==> config.mk <==
export PLATFORM = sky130hd
export DESIGN_NAME = bit_stuffer
export DESIGN_NICKNAME = d
export VERILOG_FILES = /design/src/rtl/bit_stuffer.sv
export SDC_FILE = /design/constraint.sdc
export NUM_CORES = 1
export LEC_CHECK = 0
export CAP_MARGIN = 30
export CORE_UTILIZATION = 43
export DETAILED_ROUTE_END_ITERATION = 10
export PLACE_DENSITY_LB_ADDON = 0.15
export SETUP_SLACK_MARGIN = 0.5
export SLEW_MARGIN = 20
export SYNTH_ARGS = -nofsm -noshare
export SYNTH_HDL_FRONTEND = slang
export SYNTH_SLANG_ARGS = --single-unit
==> constraint.sdc <==
create_clock -name clk -period 1.3 [get_ports clk]
set_input_delay 0.195 -clock clk [delete_from_list [all_inputs] [get_ports clk]]
set_output_delay 0.195 -clock clk [all_outputs]
set_load 0.005 [all_outputs]
==> src/rtl/bit_stuffer.sv <==
// Serial bit stuffer: after RUN_LEN consecutive data 1s, inserts one 0 bit,
// stalling the source for the cycle that bit occupies. Output is registered.
module bit_stuffer #(
    parameter int RUN_LEN = 6,
    parameter int STAT_W  = 8
) (
    input  logic              clk,
    input  logic              rst,
    input  logic              en,
    input  logic              din,
    input  logic              din_valid,
    output logic              din_ready,
    output logic              dout,
    output logic              dout_valid,
    output logic              stuff_flag,
    output logic [STAT_W-1:0] stuff_cnt
);

    typedef enum logic {
        RUN   = 1'b0,
        STUFF = 1'b1
    } state_t;

    localparam logic [3:0]        LAST_ONE = 4'(RUN_LEN - 1);
    localparam logic [STAT_W-1:0] CNT_ONE  = STAT_W'(1);

    state_t            r_state;
    logic [3:0]        r_cnt;
    logic              r_dout;
    logic              r_dout_valid;
    logic              r_stuff_flag;
    logic [STAT_W-1:0] r_stuff_cnt;
    logic              w_xfer;

    assign din_ready  = en & (r_state == RUN);
    assign w_xfer     = din_valid & din_ready;

    assign dout       = r_dout;
    assign dout_valid = r_dout_valid;
    assign stuff_flag = r_stuff_flag;
    assign stuff_cnt  = r_stuff_cnt;

    always_ff @(posedge clk or negedge rst) begin
        if (!rst) begin
            r_state      <= RUN;
            r_cnt        <= 4'd0;
            r_dout       <= 1'b0;
            r_dout_valid <= 1'b0;
            r_stuff_flag <= 1'b0;
            r_stuff_cnt  <= '0;
        end else if (!en) begin
            // Disabling drops any pending stuff bit and restarts the run.
            r_state      <= RUN;
            r_cnt        <= 4'd0;
            r_dout_valid <= 1'b0;
            r_stuff_flag <= 1'b0;
        end else begin
            case (r_state)
                RUN: begin
                    r_stuff_flag <= 1'b0;
                    if (w_xfer) begin
                        r_dout       <= din;
                        r_dout_valid <= 1'b1;
                        if (!din) begin
                            r_cnt <= 4'd0;
                        end else if (r_cnt == LAST_ONE) begin
                            r_cnt   <= 4'd0;
                            r_state <= STUFF;
                        end else begin
                            r_cnt <= r_cnt + 4'd1;
                        end
                    end else begin
                        // Idle cycles keep the run count so gaps don't break a run.
                        r_dout_valid <= 1'b0;
                    end
                end
                STUFF: begin
                    r_dout       <= 1'b0;
                    r_dout_valid <= 1'b1;
                    r_stuff_flag <= 1'b1;
                    r_stuff_cnt  <= r_stuff_cnt + CNT_ONE;
                    r_state      <= RUN;
                end
                default: r_state <= RUN;
            endcase
        end
    end

endmodule

==> flow_summary.toml <==
[routing]
drc_errors = 0
drt_first_iter_violations = 3
ant_nets = 0
vias = 689
vias_per_cell = 4.993
routed_wl_microns = 2206
drt_pre_antenna_iters = 4
wl_per_cell_microns = 15.99

[yosys]
synth_edf_count = 0
ys_ff_latch = 16
synth-simple-area-share_pct = 20.29
ys_seq_area_share_pct = 51.53
synth_fa_ha_area_share_pct = 4.831
syn-instance-count = 66
synth_top_area_share_pct = 51.53
mappedNetlistNets = 74
synth-compound-area-share_pct = 9.662
async_reset_ff_share_pct = 100.0
synth_common_cells = "dfrtp_1, nand2_1, xnor2_1, nand4_1"
synth-main-ff-cell = "dfrtp_1"
synth-xor-area-share_pct = 7.890
synth_top_area_cell = "dfrtp_1"
yosysMostFrequentCell = "dfrtp_1"
synth_area_sq_um = 777.0
synth_top_family_by_area = "simple AND/OR/NAND/NOR gates"
synth.area.top_cells = "dfrtp_1, xnor2_1, ha_1"
yosysWarnings = 0
yosysUniqueCellTypes = 30
synthMuxAreaShare_pct = 2.738
syn_area_per_cell_sq_um = 11.77

[clock_tree]
cts_buffers = 3
root_buffer = "clkbuf_4"
clockBufferDepth = 2
htreeDepth = 1
cts_sinks = 16
clk_pin_slew_worst_paths_ps = 100
cts_hold_buf = 0
clk_latency_ps = 280
cts_tree = "built"

[floorplan]
rows = 14
start_util_pct = 48.74
core_sq_um = 1594
die_w_microns = 44.51
die-area_sq_um = 1981
ioPinCount = 17
die_y_microns = 44.51

[critical_path]
end_kind = "register"
crit_buf_inv = 1
r2r_cells = 4
critPathSlowestCell = "dfrtp_1"
cp.arrival_ps = 1570
crit_family = "compound AO/OA/AOI/OAI gates"
required_ps = 1520
cp-start-kind = "register"
max_stage_delay_ps = 410
cp.depth = 4
crit_type = "register to register"
worstPathCellList = "buf_6, nand2b_4, a2111oi_2, a311o_1"
crit_fanout = 4

[sta]
fmax_mhz = 739.4
period_needed_ps = 1352
skew_ps = 5.294
tightest_slew_ps = 339.4
tns_ps = -52.38
hold_violations = 0
setup_slack_ps = -52.38
max_slew_margin_pct = 77.33
setup_viol = 1
fin_crit_sh_pct = 104.0
slew_violations = 0
rsz0062_at_grt = "yes"

[placement]
pre_cts_slack_ps = -266.8
place_hpwl_microns = 1310
port_buffers = 16
gp_congestion = 0.7972

[layout]
nFillCells = 98
syn_to_final_growth_pct = 67.15
nNetsFinal = 123
n_antenna_cell = 0
ff_latch_area_sq_um = 401.6
multi_input_area_sq_um = 446.7
drive_above_1_share_pct = 60.53
post-route-util_pct = 81.48

[power_and_ir_drop]
power_density_nw_per_um2 = 749.3
peakVddDrop_mv = 0.7019
p_leak_nw = 0.7051
totalPowerFinal_mw = 0.9731

[worst_hold_path]
hp-class = "input pin to asynchronous set/reset pin"

[global_routing]
grt_use_met2_pct = 42.06
grt-ovfl-total = 0
gr-usage-met3_pct = 4.898
grt_pass1_wl_microns = 3291
first_global_vias = 718
grt_use_met1_pct = 28.95
grt_usage_pct = 23.69
antenna_found_initial = 0
grt_max_degree = 17
grt_busiest_layer = "met2"

[flow_run]
maxCapViolCount = 0

[run_status]
violations = "setup timing"
status = "finished, violations left"
[metrics by stage]
step                      std cells  area (sq um)  hold WS (ps)
after global placement          115          1067         464.3
after global routing            138          1299         247.3
after CTS                       136          1220         231.2
after detailed placement        115          1067         481.3
after floorplan                  66         813.3        -100.6
final                           138          1299         227.8
[cell usage in the layout, fill, tap and decap left out, types with 2 or more instances in the layout]
| master | n |
|---|---|
| buf_2 | 11 |
| dfrtp_1 | 15 |
| buf_4 | 19 |
| nand2_1 | 4 |
| ha_4 | 2 |
| a21boi_2 | 2 |
| clkbuf_4 | 3 |
| and2_4 | 3 |
| nand4b_1 | 2 |
| buf_6 | 12 |
| nand4_1 | 4 |
| xnor2_1 | 5 |
| inv_1 | 2 |
| dlygate4sd2_1 | 2 |
[cells by family (layout without fill, tap and decap cells)]
logic type	count (synthesis)	after routing
mux	2	2
buf+inv	5	53
xor+xnor	7	7
simple gates	25	25
fa+ha+maj	3	3
compound gates	8	8
flops	16	16
[what timing repair did]
item	in CTS	in global routing
buffers inserted	17	2
hold endpoints to repair	0	0
pin swaps	8	7
setup endpoints to repair	28	28
resized for setup	61	18
[worst paths after layout]
check | start | to | slack, ps
hold reg to reg | r_cnt[3] | r_cnt[3] | 570
max in group asynchronous | rst | r_cnt[0] | 870
setup / recovery | r_state | r_cnt[2] | -50
setup reg to reg | r_state | r_cnt[2] | -50
min in group clk | din | r_state | 340
hold / removal | rst | stuff_cnt[0] | 230
[layout make-up]
class / instances / share of cell area [%]
repair buffers: 46 / 28.71
clock buffers: 4 / 2.794
multi-input cells: 45 / 34.39
well taps: 24 / 2.312
inverters: 3 / 0.8670
flip-flops and latches: 16 / 30.92
[per-layer routing]
| layer | wire, microns | vias up |
|---|---|---|
| met2 | 1135 | 20 |
| li1 | - | 330 |
| met1 | 970 | 335 |
| met5 | 0 | - |
| met4 | 21 | 0 |
| met3 | 79 | 4 |
[registers in the layout (all words and copies together), names as in the netlist]
register and count:
r_state 1, stuff_cnt 8, dout_valid 1, r_cnt 4, dout 1, stuff_flag 1
[power breakdown]
group | internal (mW) | switching (mW)
clock | 0.170 | 0.157
sequential | 0.507 | 0.00805
combinational | 0.0720 | 0.0583
[worst register-to-register path, delay by kind of cell (launching register included)]
family,cells,cell delay (ps)
AOI/OAI and AO/OA,2,600
DFF,1,410
buffers and inverters,1,130
and+or+nand+nor,1,150
(Power assumes the default switching activity.)
